==> config.mk <==
export PLATFORM = sky130hd
export DESIGN_NAME = vga_scan_out
export DESIGN_NICKNAME = d
export VERILOG_FILES = /design/src/rtl/vga_scan_out.sv
export SDC_FILE = /design/constraint.sdc
export NUM_CORES = 1
export LEC_CHECK = 0
export CAP_MARGIN = 20
export CELL_PAD_IN_SITES_DETAIL_PLACEMENT = 1
export CELL_PAD_IN_SITES_GLOBAL_PLACEMENT = 1
export CORE_MARGIN = 4
export CORE_UTILIZATION = 43
export CTS_BUF_LIST = sky130_fd_sc_hd__clkbuf_4
export DETAILED_ROUTE_END_ITERATION = 7
export GPL_ROUTABILITY_DRIVEN = 0
export PLACE_DENSITY = 0.93
export SKIP_CTS_REPAIR_TIMING = 1
export SYNTH_ARGS = -nofsm -noshare
export SYNTH_HDL_FRONTEND = slang
export SYNTH_SLANG_ARGS = --single-unit
==> constraint.sdc <==
create_clock -name clk -period 1.9 [get_ports clk]
set_input_delay 0.38 -clock clk [delete_from_list [all_inputs] [get_ports clk]]
set_output_delay 0.38 -clock clk [all_outputs]
set_load 0.03 [all_outputs]
==> src/rtl/vga_scan_out.sv <==
// 640x480@60 VGA scan-out: pops one FIFO pixel per 8-column span, replicates it
// horizontally, and drives registered RGB/sync/blank after a two-stage pipeline.
module vga_scan_out #(
    parameter int unsigned H_ACTIVE        = 640,
    parameter int unsigned H_FP            = 16,
    parameter int unsigned H_SYNC          = 96,
    parameter int unsigned H_BP            = 48,
    parameter int unsigned V_ACTIVE        = 480,
    parameter int unsigned V_FP            = 10,
    parameter int unsigned V_SYNC          = 2,
    parameter int unsigned V_BP            = 33,
    parameter logic [23:0] UNDERFLOW_COLOR = 24'hFF00FF
) (
    input  logic        clk,
    input  logic        rst_n,
    output logic        rd_en,
    input  logic [23:0] fifo_data,
    input  logic        fifo_empty,
    input  logic        fifo_full,
    output logic        hsync,
    output logic        vsync,
    output logic        blank_n,
    output logic [7:0]  red,
    output logic [7:0]  green,
    output logic [7:0]  blue,
    output logic        underflow
);

    localparam logic [9:0] H_VIS      = 10'(H_ACTIVE);
    localparam logic [9:0] H_SYNC_ON  = 10'(H_ACTIVE + H_FP);
    localparam logic [9:0] H_SYNC_OFF = 10'(H_ACTIVE + H_FP + H_SYNC);
    localparam logic [9:0] H_LAST     = 10'(H_ACTIVE + H_FP + H_SYNC + H_BP - 1);
    localparam logic [9:0] V_VIS      = 10'(V_ACTIVE);
    localparam logic [9:0] V_SYNC_ON  = 10'(V_ACTIVE + V_FP);
    localparam logic [9:0] V_SYNC_OFF = 10'(V_ACTIVE + V_FP + V_SYNC);
    localparam logic [9:0] V_LAST     = 10'(V_ACTIVE + V_FP + V_SYNC + V_BP - 1);

    typedef enum logic {WAIT, RUN} state_t;

    state_t      state;
    logic [9:0]  h_cnt;
    logic [9:0]  v_cnt;
    logic        run;
    logic        active;
    logic        hs;
    logic        vs;
    logic        fetch;
    logic        act_d1;
    logic        hs_d1;
    logic        vs_d1;
    logic        fetch_d1;
    logic        load_d1;
    logic [23:0] hold;

    // Decode is gated by RUN so WAIT feeds the pipeline blank, syncs-high values.
    always_comb begin
        run    = (state == RUN);
        active = run && (h_cnt < H_VIS) && (v_cnt < V_VIS);
        hs     = !(run && (h_cnt >= H_SYNC_ON) && (h_cnt < H_SYNC_OFF));
        vs     = !(run && (v_cnt >= V_SYNC_ON) && (v_cnt < V_SYNC_OFF));
        fetch  = active && (h_cnt[2:0] == 3'd0);
        rd_en  = fetch && !fifo_empty;
    end

    always_ff @(posedge clk or negedge rst_n) begin
        if (!rst_n) begin
            state <= WAIT;
            h_cnt <= '0;
            v_cnt <= '0;
        end else begin
            case (state)
                WAIT: begin
                    if (fifo_full) state <= RUN;
                end
                RUN: begin
                    if (h_cnt == H_LAST) begin
                        h_cnt <= '0;
                        v_cnt <= (v_cnt == V_LAST) ? '0 : v_cnt + 10'd1;
                    end else begin
                        h_cnt <= h_cnt + 10'd1;
                    end
                end
                default: state <= WAIT;
            endcase
        end
    end

    always_ff @(posedge clk or negedge rst_n) begin
        if (!rst_n) begin
            act_d1    <= 1'b0;
            hs_d1     <= 1'b1;
            vs_d1     <= 1'b1;
            fetch_d1  <= 1'b0;
            load_d1   <= 1'b0;
            hsync     <= 1'b1;
            vsync     <= 1'b1;
            blank_n   <= 1'b0;
            red       <= '0;
            green     <= '0;
            blue      <= '0;
            hold      <= '0;
            underflow <= 1'b0;
        end else begin
            act_d1   <= active;
            hs_d1    <= hs;
            vs_d1    <= vs;
            fetch_d1 <= fetch;
            load_d1  <= rd_en;

            hsync   <= hs_d1;
            vsync   <= vs_d1;
            blank_n <= act_d1;

            // A skipped fetch paints its whole span in the underflow colour via hold.
            if (act_d1) begin
                if (load_d1)
                    {red, green, blue} <= fifo_data;
                else if (fetch_d1)
                    {red, green, blue} <= UNDERFLOW_COLOR;
                else
                    {red, green, blue} <= hold;
            end else begin
                {red, green, blue} <= '0;
            end

            if (load_d1)
                hold <= fifo_data;
            else if (fetch_d1)
                hold <= UNDERFLOW_COLOR;

            if (fetch && fifo_empty)
                underflow <= 1'b1;
        end
    end

endmodule

# == After elaboration in Yosys (flattened, before gate mapping) ==
# Cells that the tools add are included.
# op_classes
n_addsub,2
magnitude_cmp,6
n_eq_ne,2
muxes,15
n_reduce_logical,15
# ops
operator,count
$mux W8,9
$mux W24,2
$add A10 B1 Y10 const B,2
$eq A10 B10 Y1 const B,2
$lt A10 B10 Y1 const B,2
$lt A10 B9 Y1 const B,2
$mux W10,2
$ge A10 B10 Y1 const B,1
$ge A10 B9 Y1 const B,1
$logic_and A1 B1 Y1,9
$logic_not A1 Y1,3
$logic_not A3 Y1,1
$mux W1,2
$reduce_and A2 Y1,1
$reduce_bool A2 Y1,1
# totals
regBits,78
input_bits,28
output_inout_bits,29

# == Depth between registers and ports, before layout ==
# Gate-level depths: netlist (run 1).
# depth
depth_word,5
depth_mapped,6

# == Worst setup path before layout (run 1) ==
# Ideal clock, no wire load.
# synth_path
path_type,reg2out
startpoint,register h_cnt[8]
endpoint,output rd_en
arrival_time_ns,1.414
required_ns,1.520
path_slack_ns,0.106
path_stages_with_launch,5
cell_sequence,dfrtp_1 -> o21ai_0 -> and4b_1 -> and3b_1 -> nor2b_1
# synth_between
elab_chain_len,5
# synth_lines
element,line,rtl
start: declaration,41,logic [9:0] h_cnt;
start signal: assignment,80,h_cnt <= h_cnt + 10'd1;
$lt A10 B10 Y1,58,active = run && (h_cnt < H_VIS) && (v_cnt < V_VIS);
$logic_and A1 B1 Y1 (2 in series),58,
named net active,44,logic active;
$logic_and A1 B1 Y1,61,fetch = active && (h_cnt[2:0] == 3'd0);
named net fetch,47,logic fetch;
$logic_and A1 B1 Y1,62,rd_en = fetch && !fifo_empty;
end: declaration,16,"output logic rd_en,"
# The timed path passes the listed nets, and every way through them passes these cells.

# == Worst setup path in the final report (run 1) ==
# layout_path
startpoint,register v_cnt[8]
endpoint,output rd_en
# layout_between
elab_chain_len,4
# layout_lines
element,line,rtl
start: declaration,42,logic [9:0] v_cnt;
start signal: assignment,78,v_cnt <= (v_cnt == V_LAST) ? '0 : v_cnt + 10'd1;
$lt A10 B9 Y1,58,
$logic_and A1 B1 Y1,58,
named net active,44,
$logic_and A1 B1 Y1,61,
named net fetch,47,
$logic_and A1 B1 Y1,62,
# The timed path passes the listed nets, and every way through them passes these cells.

==> results of run 1 <==
registers in the layout (all words and copies together) (netlist names), 8 cells and up:
register	flops
blue	8
red	8
h_cnt	10
green	8
hold	24
v_cnt	10
cells in the mapped netlist (all sizes together):
library cell and n:
dfrtp 74, and2 26, o22a 14, nand2 13, nor2 11, nand4 9
a22o 8, clkbuf 8, inv 8, o21ai 8, xnor2 5, dfstp 4
ha 4, nand2b 4, a21oi 3, and3 3, nand4b 3, nor3 3
xor2 3, a21o 2, buf 2, mux2i 2, nand3 2, nor4b 2
o21a 2, o22ai 2, o2bb2ai 2, or2 2, and3b 1, and4b 1
and4bb 1, mux2 1, nand3b 1, nor2b 1, nor3b 1, nor4 1
o211ai 1, or3 1, or4 1
worst paths after layout:
| check | start | to | depth (start not counted) |
|---|---|---|---|
| min in group asynchronous | rst_n | red[2] | 2 |
| min reg2reg | hs_d1 | hsync | 0 |
| max in group asynchronous | rst_n | red[4] | 3 |
| max reg2reg | h_cnt[7] | v_cnt[9] | 6 |
| max | v_cnt[8] | rd_en | 5 |
| min | hs_d1 | hsync | 0 |
per-stage QoR:
stage	area, um^2	TNS, ps	worst slack (ps)	utilization
after floorplan	3030	0	106	-
after global placement	3720	0	178	0.544
after detailed placement	3720	0	132	0.544
after CTS	3890	-673	-380	0.569
after global routing	4020	-425	-425	0.588
final	4020	-332	-332	0.588
cell families (layout without fill, tap and decap cells):
group	after synthesis	after routing	share of synthesized area
AND/OR/NAND/NOR	87	87	0.177
flip-flops	78	78	0.645
AO/OA/AOI/OAI	42	42	0.104
buffers and inverters	18	97	0.0239
XOR/XNOR	8	8	0.0231
adder cells (fa/ha/maj)	4	4	0.0165
multiplexers	3	3	0.0103
per-layer routing:
metal | GRT usage | routed length (um)
met4 | 0.0631 | 142
met1 | 0.243 | 3580
met3 | 0.0525 | 453
met5 | 0 | 0
met2 | 0.338 | 4270
report_power, final:
part           switching [mW]  internal, mW
sequential              0.259          2.15
combinational            1.06         0.819
clock                   0.625         0.560
total                    1.94          3.53
cell type report:
cell class / count / area [um^2]
fill: 707 / 2820
sequential: 78 / 1960
multi-input combinational: 144 / 1010
timing repair buffer: 73 / 724
tap: 96 / 120
clock inverter: 6 / 93.8
clock buffer: 10 / 75.1
inverter: 8 / 30.0
==> impl_metrics.ini, run 1 <==
[critical_path]
cp.required_ps = 1520
end_kind = output port
crit_fanout = 4
cpPeakStageDelay_ps = 420
critPathLaunchType = flip-flop
crit_type = reg2out
r2r_slack_ps = 150
crit_buf_inv = 1
cp_top_family = simple AND/OR/NAND/NOR gates
critical_path.cell_chain = nand4_1 -> and4b_1 -> and3b_2 -> nor2b_4 -> buf_6
crit_slowest_cell = dfrtp_1
worstPathArrival_ps = 1850

[drt]
avgRoutedWirePerCell_um = 20.4
ant_nets = 0
detail_route.iter0.violations = 108
drt_pass1_iterations = 4
routed_wl_um = 8450
vias_per_cell = 5.38
drc_errors = 0
vias = 2231

[place]
dp.cells = 389
portBuffers = 56
hpwlAfterDp_um = 5650

[global_route]
overflow = 0
grt_pass1_wl_um = 12700
antenna_found_initial = 0
first_global_vias = 2332
grtUsageTotal = 0.197
grt_max_degree = 35

[timing]
fin_hold_ws_ps = 371
worst_pin_slew_ps = 690
rsz0062_at_grt = yes
setup_viol = 1
fin_crit_sh = 1.17
finalMaxSlewViolations = 0
fin_ws_ps = -332
skew_ps = 15.9
maxSlewHeadroom = 0.540
hold_viol = 0
layout_min_cycle_time_ps = 2230
fmax_mhz = 448

[logic_synthesis]
synth_seq_cells = 78
synth.top_cells.by_area = dfrtp_1 (61%), and2_1 (5.4%), o22a_1 (4.0%), dfstp_2 (3.5%), a22o_1 (2.3%)
ys_warn_count = 0
synth_cell_type_count = 42
synth_nets = 272
yosys.area.top_type = dfrtp_1
avgSynthCellArea_um2 = 12.6
synth_area_um2 = 3030
yosysSeqAreaShare = 0.645
yosysTopAreaCellShare = 0.611
synth_cells = 240

[cts]
cts.sinks = 78
clkTransAtPathRegs_ps = 130
root_buffer = clkbuf_4
cts_tree = built
cts.path.max_buffers = 2
cts_made_buffers = 9
h-tree-depth = 3
clk_latency_ps = 440

[final_layout]
mostFrequentLayoutCells = dfrtp_1 (72), clkdlybuf4s50_1 (40), and2_1 (26), buf_4 (17)
n_antenna_cell = 0
drive_above_1_share = 0.147
synthToLayoutAreaGrowth_pct = 32.4
final_common_cell = dfrtp_1
stdcell_count = 415
layout.nets = 346

[floorplanning]
core-area_um2 = 6830
die_height_um = 92.0
die_area_um2 = 8460
rows = 30
io_pins = 57
start_util = 0.444
die_w_um = 92.0

[power]
cellPowerDensity_nw_per_um2 = 1360
finalPower_mw = 5.47
ir_drop_mv = 0.382
power.leakage_nw = 1.78

[run_status]
violations = negative setup slack
outcome = finished with violations

[worst_hold_path]
hold_path.class = reg2reg

[run]
drv_cap = 0
Note: power is estimated with default switching activity, not from simulation.
==> run 2: changes to the inputs <==
--- a/config.mk
+++ b/config.mk
@@ -5,7 +5,7 @@
 export SDC_FILE = /design/constraint.sdc
 export NUM_CORES = 1
 export LEC_CHECK = 0
-export CAP_MARGIN = 20
+export CAP_MARGIN = 0
 export CELL_PAD_IN_SITES_DETAIL_PLACEMENT = 1
 export CELL_PAD_IN_SITES_GLOBAL_PLACEMENT = 1
 export CORE_MARGIN = 4
@@ -14,6 +14,7 @@
 export DETAILED_ROUTE_END_ITERATION = 7
 export GPL_ROUTABILITY_DRIVEN = 0
 export PLACE_DENSITY = 0.93
+export RECOVER_POWER = 50
 export SKIP_CTS_REPAIR_TIMING = 1
 export SYNTH_ARGS = -nofsm -noshare
 export SYNTH_HDL_FRONTEND = slang
==> constraint.sdc (replaced) <==
create_clock -name clk -period 1.9 [get_ports clk]
set_input_delay 0.19 -clock clk [delete_from_list [all_inputs] [get_ports clk]]
set_output_delay 0.19 -clock clk [all_outputs]
set_load 0.03 [all_outputs]
==> run 2 against run 1 <==
Effect of this change: critical path depth stayed put; the flow still finishes with violations (negative setup slack); sequential power hardly changed; utilization fell by 1.6 points; sequential cell count unchanged; via count is 2.9% lower; global-route usage fell by 0.87 points; clock power shrank 14%; non-clock buffer count shrank 6; worst setup slack improved by 210 ps; largest power group unchanged.
==> impl_metrics.ini, run 2 (synthesis gave the netlist of run 1 again) <==
[run_status]
outcome = finished with violations
violations = negative setup slack

[global_route]
first_global_vias = 2304
grt_pass1_wl_um = 12200
overflow = 0
grtUsageTotal = 0.189
antenna_found_initial = 0
grt_max_degree = 29

[timing]
maxSlewHeadroom = 0.362
worst_pin_slew_ps = 957
rsz0062_at_grt = yes
layout_min_cycle_time_ps = 2030
hold_viol = 0
fmax_mhz = 494
finalMaxSlewViolations = 0
setup_viol = 1
fin_ws_ps = -126
fin_crit_sh = 1.07
skew_ps = 21.7

[cts]
clk_latency_ps = 430
clkTransAtPathRegs_ps = 130
h-tree-depth = 3
cts.sinks = 78
cts_made_buffers = 9
cts_tree = built
root_buffer = clkbuf_4
cts.path.max_buffers = 2

[final_layout]
drive_above_1_share = 0.131
mostFrequentLayoutCells = dfrtp_1 (70), clkdlybuf4s50_1 (53), and2_1 (25), o22a_1 (14), nand2_1 (13)
largest_reg_flops = 24
final_common_cell = dfrtp_1
n_antenna_cell = 0
top_register = hold
synthToLayoutAreaGrowth_pct = 28.7
fillers = 712
post-route-util = 0.571
reg_top3 = hold x24, h_cnt x10, v_cnt x10
layout.nets = 340

[power]
clockPowerShare = 0.195
p_switching_mw = 1.86
intPower_mw = 3.39
power.leakage_nw = 1.63
power_switching_share = 0.355
combPwrFrac = 0.345
ir_drop_mv = 0.449
pwr-share-seq = 0.460
cellPowerDensity_nw_per_um2 = 1340

[drt]
avgRoutedWirePerCell_um = 18.7
detail_route.iter0.violations = 60
vias = 2166
vias_per_cell = 5.30
ant_nets = 0
drt_pass1_iterations = 4
drc_errors = 0
routed_wl_um = 7660

[critical_path]
critPathLaunchType = flip-flop
cp.required_ps = 1710
cpPeakStageDelay_ps = 470
crit_fanout = 5
critical_path.cell_chain = o21ai_2 -> and4b_1 -> and3b_2 -> nor2b_4 -> buf_6
startpoint = h_cnt[8]
crit_type = reg2out
crit_slowest_cell = dfrtp_2
worstPathArrival_ps = 1840
end_kind = output port
reg2reg_from = h_cnt[4]

[run]
drv_cap = 0

[floorplanning]
io_pins = 57
rows = 30
die_area_um2 = 8460
die_w_um = 92.0
start_util = 0.444
core-area_um2 = 6830
die_height_um = 92.0

[place]
hpwlAfterDp_um = 5280
dp_slack_ps = 177
portBuffers = 56

[worst_hold_path]
hold_path.class = in2reg
hp-start = fifo_full
## run 2: cell types whose count changed in the layout (fill, tap and decap cells not counted), sizes merged
cell           delta
buf              -12
inv               -1
clkinvlp          +1
dlymetal6s2s     -13
clkdlybuf4s50    +13
clkinv            +1
clkbuf            +6
bufinv            -1
## run 2: critical path, delay by kind of cell, from the launching register on
family                 cells  cell delay, ps
and+or+nand+nor            3             640
DFF                        1             470
AOI/OAI and AO/OA          1             160
buffers and inverters      1             140
## run 2: area by class of cell
cell class,instances,area [um^2],area share
Tap cell,96,120,0.0308
Multi-Input combinational cell,144,1020,0.260
Clock buffer,10,75.1,0.0192
Timing Repair Buffer,67,628,0.161
Clock inverter,6,71.3,0.0183
Inverter,8,30.0,0.00769
Sequential cell,78,1960,0.503
## run 2: path summary, 6_finish.rpt
check | cells after the start | end | slack, ps
worst max-delay path | 5 | rd_en | -130
worst min-delay path | 2 | run | 310
worst max register to register | 5 | h_cnt[9] | 110
worst min register to register | 0 | hsync | 360
max in group asynchronous | 3 | v_cnt[6] | 210
min in group asynchronous | 2 | red[2] | 430
## run 2: metrics by stage
stage,area (um^2),power (mW),setup TNS (ps),std cells,hold WS [ps]
2_1_floorplan,3030,3.47,0,240,-106
3_3_place_gp,3720,4.11,0,388,71.9
3_5_place_dp,3720,4.26,0,388,78.5
4_1_cts,3870,5.29,-323,404,-405
5_1_grt,3900,5.55,-1390,409,275
6_report,3900,5.25,-126,409,309
## run 2: power by group through the flow
stage               Clock, mW  Sequential [mW]  Combinational, mW
finish                   1.02             2.42               1.81
detailed placement          0             2.45               1.80
global route             1.13             2.47               1.94
CTS                      1.04             2.42               1.83
global placement            0             2.40               1.71
floorplan                   0             2.78              0.687
## run 2: layer usage
metal	wire, um	GRT usage	up-vias
li1	-	-	973
met1	3120	0.234	1100
met2	3920	0.313	75
met3	456	0.0632	18
met4	170	0.0582	0
met5	0	0	-
==> run 3: changes to the inputs <==
--- a/config.mk
+++ b/config.mk
@@ -13,7 +13,7 @@
 export CTS_BUF_LIST = sky130_fd_sc_hd__clkbuf_4
 export DETAILED_ROUTE_END_ITERATION = 7
 export GPL_ROUTABILITY_DRIVEN = 0
-export PLACE_DENSITY = 0.93
+export PLACE_DENSITY_LB_ADDON = 0.1
 export RECOVER_POWER = 50
 export SKIP_CTS_REPAIR_TIMING = 1
 export SYNTH_ARGS = -nofsm -noshare
==> run 3 against run 2 <==
Effect of this change: the run still ends with negative setup slack left; worst setup slack better by 68 ps; non-clock buffer count is 1 higher; critical path type unchanged; critical path depth did not move; final area up 0.58%; global-route usage down 2.4 points; register-to-register slack gained 90 ps; power fell by 1.5%; wire length is 16% lower.
==> impl_metrics.ini, run 3 (synthesis gave the netlist of run 1 again) <==
[run_status]
outcome = finished with violations
violations = negative setup slack

[timing]
tns_ps = -57.7
skew_ps = 16.9
fmax_mhz = 511
fin_hold_ws_ps = 339
maxSlewHeadroom = 0.316
hold_viol = 0
layout_min_cycle_time_ps = 1960
worst_pin_slew_ps = 1030
fin_ws_ps = -57.7
rsz0062_at_grt = yes
finalMaxSlewViolations = 0
fin_crit_sh = 1.03
setup_viol = 1

[drt]
vias = 2060
drt_pass1_iterations = 4
ant_nets = 0
detail_route.iter0.violations = 73
vias_per_cell = 5.02
drc_errors = 0
avgRoutedWirePerCell_um = 15.7
routed_wl_um = 6420

[critical_path]
worstPathArrival_ps = 1770
cpPeakStageDelay_ps = 470
critPathLaunchType = flip-flop
crit_slowest_cell = dfrtp_2
crit_buf_inv = 1
cp.required_ps = 1710
crit_type = reg2out
end_kind = output port
r2r_slack_ps = 200
cp_top_family = simple AND/OR/NAND/NOR gates
critical_path.cell_chain = nand4_1 -> and4b_1 -> and3b_2 -> nor2b_4 -> buf_6
crit_fanout = 6

[floorplanning]
die_w_um = 92.0
die_height_um = 92.0
io_pins = 57
rows = 30
core-area_um2 = 6830
start_util = 0.444
die_area_um2 = 8460

[place]
portBuffers = 56
dp_slack_ps = 152
hpwlAfterDp_um = 4330

[power]
intPower_mw = 3.39
power_switching_share = 0.345
power.leakage_nw = 1.65
clockPowerShare = 0.198
pwr-share-seq = 0.459
cellPowerDensity_nw_per_um2 = 1320
p_switching_mw = 1.78
combPwrFrac = 0.343
ir_drop_mv = 0.492
finalPower_mw = 5.17

[cts]
cts_tree = built
clk_latency_ps = 420
cts.sinks = 78
root_buffer = clkbuf_4
h-tree-depth = 3
cts_made_buffers = 9
cts.path.max_buffers = 2
clkTransAtPathRegs_ps = 130

[final_layout]
reg_top3 = hold x24, h_cnt x10, v_cnt x10
fillers = 705
final_common_cell = dfrtp_1
mostFrequentLayoutCells = dfrtp_1 (70), clkdlybuf4s50_1 (54), and2_1 (26), o22a_1 (14), nand2_1 (13)
drive_above_1_share = 0.140
synthToLayoutAreaGrowth_pct = 29.4
n_antenna_cell = 0
layout.nets = 341
top_register = hold
largest_reg_flops = 24

[worst_hold_path]
hold_path.class = in2reg

[global_route]
grtUsageTotal = 0.165
antenna_found_initial = 0
grt_pass1_wl_um = 10900
overflow = 0
grt_max_degree = 79
first_global_vias = 2181

[run]
drv_cap = 0
[run 3: worst paths after layout]
path | start | to | cells after the start
setup / recovery | v_cnt[5] | rd_en | 5
hold / removal | fifo_full | run | 2
setup reg to reg | h_cnt[7] | v_cnt[6] | 6
hold reg to reg | vs_d1 | vsync | 0
max in group asynchronous | rst_n | v_cnt[5] | 3
min in group asynchronous | rst_n | green[4] | 3
[run 3: worst register-to-register path, stage by stage (launching register included)]
cell      delay [ps]
dfrtp_1          450
buf_4            150
nand4b_4         180
nor4b_4          350
buf_4            230
nand4_1          120
xnor2_1          140
[run 3: per-stage QoR]
stage | utilization | std cells | area [um^2]
after global routing | 0.575 | 410 | 3930
final | 0.575 | 410 | 3930
after global placement | 0.544 | 387 | 3720
after CTS | 0.566 | 403 | 3860
after detailed placement | 0.544 | 387 | 3720
after floorplan | - | 240 | 3030
[run 3: final cells by class]
| type | count | area [um^2] | share of cell area |
|---|---|---|---|
| Clock inverter | 7 | 81.3 | 0.0207 |
| Clock buffer | 9 | 67.6 | 0.0172 |
| Tap cell | 96 | 120 | 0.0306 |
| Multi-Input combinational cell | 144 | 1010 | 0.258 |
| Timing Repair Buffer | 68 | 652 | 0.166 |
| Sequential cell | 78 | 1960 | 0.500 |
| Inverter | 8 | 30.0 | 0.00765 |
[run 3: power groups by stage]
| stage | logic, mW | clock network [mW] | registers [mW] |
|---|---|---|---|
| 2_1_floorplan | 0.687 | 0 | 2.78 |
| 3_3_place_gp | 1.75 | 0 | 2.39 |
| 3_5_place_dp | 1.79 | 0 | 2.42 |
| 4_1_cts | 1.80 | 1.07 | 2.38 |
| 5_1_grt | 1.91 | 1.15 | 2.44 |
| 6_report | 1.77 | 1.02 | 2.37 |
[run 3: metal layers]
metal | wire [um] | track usage | share of wire | vias up
met1 | 3060 | 0.232 | 0.48 | 1037
li1 | - | - | - | 973
met2 | 2940 | 0.235 | 0.46 | 45
met5 | 0 | 0 | 0 | -
met4 | 64 | 0.0594 | 0.010 | 0
met3 | 352 | 0.0574 | 0.055 | 5
